`config.mk`:
```
export PLATFORM = sky130hd
export DESIGN_NAME = up_down_sweep_ctrl_flat
export DESIGN_NICKNAME = d
export VERILOG_FILES = /design/src/rtl/up_down_sweep_ctrl_if.sv /design/src/rtl/up_down_sweep_ctrl.sv /design/src/flat_wrapper.sv
export SDC_FILE = /design/constraint.sdc
export NUM_CORES = 1
export LEC_CHECK = 0
export CAP_MARGIN = 5
export CORE_MARGIN = 2
export CORE_UTILIZATION = 54
export CTS_BUF_LIST = sky130_fd_sc_hd__clkbuf_4
export DETAILED_ROUTE_END_ITERATION = 10
export HOLD_SLACK_MARGIN = 0.02
export PLACE_DENSITY = 0.79
export SYNTH_ARGS = -nofsm -noshare
export SYNTH_HDL_FRONTEND = slang
export SYNTH_SLANG_ARGS = --single-unit
```
`constraint.sdc`:
```
create_clock -name clk -period 3.1 [get_ports clk]
set_input_delay 0.93 -clock clk [delete_from_list [all_inputs] [get_ports clk]]
set_output_delay 0.93 -clock clk [all_outputs]
set_load 0.01 [all_outputs]
```
`src/rtl/up_down_sweep_ctrl_if.sv`:
```
// Handshake/bus bundle for the triangle-sweep controller: run controls and bounds in, counter and status pulses out.
// The DUT side takes the slave modport; stimulus generators take the master modport.
interface up_down_sweep_ctrl_if #(
  parameter int N    = 4,
  parameter int SW_W = 8
);
  logic            start;
  logic            abort;
  logic            hold;
  logic [N-1:0]    lo;
  logic [N-1:0]    hi;
  logic [SW_W-1:0] num_sweeps;
  logic [N-1:0]    count;
  logic            up_down;
  logic            busy;
  logic            sweep_done;
  logic            done;
  logic            err;

  modport master (
    output start, abort, hold, lo, hi, num_sweeps,
    input  count, up_down, busy, sweep_done, done, err
  );

  modport slave (
    input  start, abort, hold, lo, hi, num_sweeps,
    output count, up_down, busy, sweep_done, done, err
  );
endinterface

```
`src/rtl/up_down_sweep_ctrl.sv`:
```
// Runs num_sweeps lo->hi->lo triangles on a registered counter; every output registered, one edge per step.
// hold freezes the run in place (abort still wins); start is only honoured while idle.
module up_down_sweep_ctrl #(
  parameter int N    = 4,
  parameter int SW_W = 8
) (
  input  logic                 clk,
  input  logic                 reset,
  up_down_sweep_ctrl_if.slave  bus
);

  typedef enum logic [1:0] {IDLE, UP, DOWN} state_t;

  localparam logic [N-1:0]    CNT_ONE  = N'(1);
  localparam logic [SW_W-1:0] LEFT_ONE = SW_W'(1);

  state_t          state_q, state_d;
  logic [N-1:0]    count_q, count_d;
  logic            up_down_q, up_down_d;
  logic            busy_q, busy_d;
  logic            sweep_done_q, sweep_done_d;
  logic            done_q, done_d;
  logic            err_q, err_d;
  logic [N-1:0]    lo_r, lo_d;
  logic [N-1:0]    hi_r, hi_d;
  logic [SW_W-1:0] left_r, left_d;

  logic [N-1:0]    cnt_inc;
  logic [N-1:0]    cnt_dec;

  assign cnt_inc = count_q + CNT_ONE;
  assign cnt_dec = count_q - CNT_ONE;

  always_ff @(posedge clk or posedge reset) begin
    if (reset) begin
      state_q      <= IDLE;
      count_q      <= '0;
      up_down_q    <= 1'b1;
      busy_q       <= 1'b0;
      sweep_done_q <= 1'b0;
      done_q       <= 1'b0;
      err_q        <= 1'b0;
      lo_r         <= '0;
      hi_r         <= '0;
      left_r       <= '0;
    end else begin
      state_q      <= state_d;
      count_q      <= count_d;
      up_down_q    <= up_down_d;
      busy_q       <= busy_d;
      sweep_done_q <= sweep_done_d;
      done_q       <= done_d;
      err_q        <= err_d;
      lo_r         <= lo_d;
      hi_r         <= hi_d;
      left_r       <= left_d;
    end
  end

  always_comb begin
    state_d      = state_q;
    count_d      = count_q;
    up_down_d    = up_down_q;
    busy_d       = busy_q;
    sweep_done_d = 1'b0;
    done_d       = 1'b0;
    err_d        = 1'b0;
    lo_d         = lo_r;
    hi_d         = hi_r;
    left_d       = left_r;

    case (state_q)
      IDLE: begin
        if (bus.start) begin
          if ((bus.lo < bus.hi) && (bus.num_sweeps != '0)) begin
            lo_d      = bus.lo;
            hi_d      = bus.hi;
            left_d    = bus.num_sweeps;
            count_d   = bus.lo;
            up_down_d = 1'b1;
            busy_d    = 1'b1;
            state_d   = UP;
          end else begin
            err_d = 1'b1;
          end
        end
      end

      UP, DOWN: begin
        if (bus.abort) begin
          busy_d    = 1'b0;
          up_down_d = 1'b1;
          state_d   = IDLE;
        end else if (!bus.hold) begin
          if (state_q == UP) begin
            count_d = cnt_inc;
            // Turn around on the edge that reaches hi so direction is already down while count == hi.
            if (cnt_inc == hi_r) begin
              up_down_d = 1'b0;
              state_d   = DOWN;
            end
          end else begin
            count_d = cnt_dec;
            if (cnt_dec == lo_r) begin
              sweep_done_d = 1'b1;
              left_d       = left_r - LEFT_ONE;
              up_down_d    = 1'b1;
              if (left_r == LEFT_ONE) begin
                done_d  = 1'b1;
                busy_d  = 1'b0;
                state_d = IDLE;
              end else begin
                state_d = UP;
              end
            end
          end
        end
      end

      default: begin
        state_d   = IDLE;
        busy_d    = 1'b0;
        up_down_d = 1'b1;
      end
    endcase
  end

  assign bus.count      = count_q;
  assign bus.up_down    = up_down_q;
  assign bus.busy       = busy_q;
  assign bus.sweep_done = sweep_done_q;
  assign bus.done       = done_q;
  assign bus.err        = err_q;

endmodule

```
`src/flat_wrapper.sv`:
```
// flat-port wrapper written by rule: the top's interface ports become plain ports
module up_down_sweep_ctrl_flat 
#(
  parameter int N    = 4,
  parameter int SW_W = 8
)
  (clk, reset, bus_start, bus_abort, bus_hold, bus_lo, bus_hi, bus_num_sweeps, bus_count, bus_up_down, bus_busy, bus_sweep_done, bus_done, bus_err);
  up_down_sweep_ctrl_if #(.N(N), .SW_W(SW_W)) bus_i ();
  input  logic clk;
  input  logic reset;
  input wire logic [$bits(bus_i.start)-1:0] bus_start;
  input wire logic [$bits(bus_i.abort)-1:0] bus_abort;
  input wire logic [$bits(bus_i.hold)-1:0] bus_hold;
  input wire logic [$bits(bus_i.lo)-1:0] bus_lo;
  input wire logic [$bits(bus_i.hi)-1:0] bus_hi;
  input wire logic [$bits(bus_i.num_sweeps)-1:0] bus_num_sweeps;
  output wire logic [$bits(bus_i.count)-1:0] bus_count;
  output wire logic [$bits(bus_i.up_down)-1:0] bus_up_down;
  output wire logic [$bits(bus_i.busy)-1:0] bus_busy;
  output wire logic [$bits(bus_i.sweep_done)-1:0] bus_sweep_done;
  output wire logic [$bits(bus_i.done)-1:0] bus_done;
  output wire logic [$bits(bus_i.err)-1:0] bus_err;
  assign bus_i.start = bus_start;
  assign bus_i.abort = bus_abort;
  assign bus_i.hold = bus_hold;
  assign bus_i.lo = bus_lo;
  assign bus_i.hi = bus_hi;
  assign bus_i.num_sweeps = bus_num_sweeps;
  assign bus_count = bus_i.count;
  assign bus_up_down = bus_i.up_down;
  assign bus_busy = bus_i.busy;
  assign bus_sweep_done = bus_i.sweep_done;
  assign bus_done = bus_i.done;
  assign bus_err = bus_i.err;
  up_down_sweep_ctrl #(.N(N), .SW_W(SW_W)) u_core (.clk(clk), .reset(reset), .bus(bus_i));
endmodule
```
==> impl_results.md <==
* Relative slew slack at 0.700
* First-pass GRT wire length at 6360 um
* Top-count cell post-synth: dfrtp_1
* Net count, final at 246
* Syn avg cell area at 9.88 um^2
* Sequential Area at 677 um^2
* Post-cts sizing count at 0
* Main synth FF type: dfrtp_1
* GRT overflow at 0
* Area of the multi-input gates at 980 um^2
* Setup WS post-layout at 0.172 ns
* Clock Pin Slew Worst Setup and Hold Paths at 0.14 ns
* Initial DRT Pass Iterations at 4
* DP Wirelength at 2910 um
* Max clock buf depth at 2
* Clock Latency Late Sink at 0.32 ns
* Post-synth EDFFs at 0
* Max Cap Viol at 0
* Die area at 3750 um^2
* Area growth from synthesis to layout at 21.1%
* TritonCTS buffer count at 3
* Synth Register Bits at 27
* H-Tree Depth at 1
* Via count at 1462
* Worst clock skew at 0.00623 ns
* Initial DRC count at 81
* Clock sink total at 27
* Mapped cell area at 1770 um^2
* Routability cong. at 0.858
* Pwr Total at 2030 uW
* Initial Util at 0.574
* Synthesized netlist cell count at 179
* Top cells by area, synth: dfrtp_1 37%, ha_1 7.8%, a21oi_1 3.7%, xnor2_1 3.5%, mux2_2 3.2%
* Row Count at 20
* RSZ-0062 raised after global routing: false
* Final Hold Viols at 0
* Total negative setup slack at 0 ns
* Largest area contributor in the netlist: dfrtp_1
* Async set-reset flop share out of synthesis at 1.00
* Die Span Y at 61.2 um
* Final Max Slew Viols at 0
* Min Hold Slack at 0.522 ns
* Register area share after synthesis at 0.383
* Io pins at 30
* Top cell type's share of synthesized area at 0.368
* Antenna violations before repair at 0
* Yosys warnings at 0
* Largest net degree at the start of global routing at 34
* Worst vdd ir at 0.732 mV
* Minimum clock period at 2.93 ns
* Worst-Margin Slew at 0.449 ns
* CTS tree: built
* Library cells used by synthesis at 51
* Wire per inst at 14.9 um
* Post-CTS setup buffers at 0
* Req. time, crit path at 3.37 ns
* # setup viols final at 0
* Crit start category: input port
* Leakage power at 0.000912 uW
* Outcome: finished, final reports clean
* Layout cells sized above 1 at 0.136
* Syn_nets at 211
* WL final at 3820 um
* Core box area at 3080 um^2
* FILL cells at 261
* CTS root buffer: clkbuf_4
* HP Class: flip-flop to flip-flop
* Critical path fanouts, max at 18
* Worst Path Class, Setup: input port to flip-flop
* Port buffer count at 29
* CP Capture Type: flip-flop
* Final core occ at 0.696
* Vias in the first global route at 1430
* Pre-CTS WS at -0.135 ns
* GRT Util Overall at 0.228
* Most frequent cells after synthesis: 26 x dfrtp_1, 14 x nand2_1, 13 x a21oi_1, 13 x inv_1, 11 x ha_1
* Achievable frequency at 342 MHz
* Pwr Density at 949 nW/um^2
* Die W at 61.2 um
* Vias per cell at 5.69
* Ant. Diodes at 0
* Fin crit share at 0.944
* Number of remaining DRC errors at 0
* Post-CTS Hold Fix Bufs at 0
* Antenna-violating nets left at 0
* Crit path arrival time at 3.19 ns
-- per-stage QoR --
step / cell area, um^2 / std cells
after floorplan: 1770 / 179
after global placement: 2110 / 253
after detailed placement: 2110 / 253
after CTS: 2140 / 257
after global routing: 2140 / 257
final: 2140 / 257
-- placed cells by master (no fill, tap or decap), drive strengths merged, types with 3 or more instances in the layout --
cell and n:
inv 13, dfrtp 26, xnor2 7, nand2 14
a21oi 13, nor2 10, mux2 5, nor4 4
clkdlybuf4s50 29, buf 8, o21ai 9, clkbuf 4
a211o 3, mux2i 4, xor2 4, o22a 7
ha 11, nand3 4, or3 3
-- area by class of cell --
| type | instances | area share |
|---|---|---|
| Inverter | 13 | 0.0228 |
| Tap cell | 44 | 0.0257 |
| Timing Repair Buffer | 37 | 0.164 |
| Sequential cell | 27 | 0.316 |
| Clock buffer | 4 | 0.0140 |
| Multi-Input combinational cell | 132 | 0.458 |
-- worst paths after layout --
kind                                            startpoint                              to  slack (ns)  depth (start not counted)
setup / recovery                                 bus_hi[2]    u_core.left_r[2]$_DFFE_PP0P_        0.17                          9
hold / removal                  u_core.hi_r[1]$_DFFE_PP0P_      u_core.hi_r[1]$_DFFE_PP0P_        0.52                          2
setup reg to reg           u_core.bus.count[0]$_DFFE_PP0P_    u_core.left_r[2]$_DFFE_PP0P_        0.48                          9
hold reg to reg                 u_core.hi_r[1]$_DFFE_PP0P_      u_core.hi_r[1]$_DFFE_PP0P_        0.52                          2
max in group asynchronous                            reset  u_core.bus.up_down$_DFFE_PP1P_        1.86                          3
min in group asynchronous                            reset       u_core.bus.done$_DFF_PP0_        0.95                          3
-- kinds of logic after synthesis --
| family | count (synthesis) | share of synthesized area |
|---|---|---|
| compound gates | 47 | 0.185 |
| flops | 27 | 0.383 |
| simple gates | 53 | 0.170 |
| buf+inv | 20 | 0.0630 |
| fa+ha+maj | 11 | 0.0778 |
| xor+xnor | 12 | 0.0672 |
| mux | 9 | 0.0545 |
-- metal layers --
metal  part of all wire  track usage  vias to the layer above
met5                  0            0                        -
met4             0.0099       0.0652                        0
met3              0.046       0.0210                        4
met2               0.53        0.416                       42
met1               0.41        0.284                      707
li1                   -            -                      709
-- critical path, stage by stage --
cell	delay (ns)
clkdlybuf4s50_1	0.45
inv_1	0.05
ha_1	0.28
o21ai_0	0.30
o211ai_1	0.15
a2111o_1	0.43
buf_4	0.20
o32ai_1	0.27
a211o_1	0.13
-- power by group --
part           leakage (uW)  internal, uW  switching (uW)  total [uW]
clock             0.0000184          59.0             101         160
combinational      0.000574           588             616        1200
sequential         0.000320           509             158         667
-- state kept, by name, summed over array words and instances (netlist names) --
register,count
u_core.bus.up_down,1
u_core.bus.done,1
u_core.lo_r,4
u_core.bus.count,4
u_core.state_q,2
u_core.bus.busy,1
u_core.bus.sweep_done,1
u_core.hi_r,4
u_core.bus.err,1
u_core.left_r,8
(Power assumes the default switching activity.)
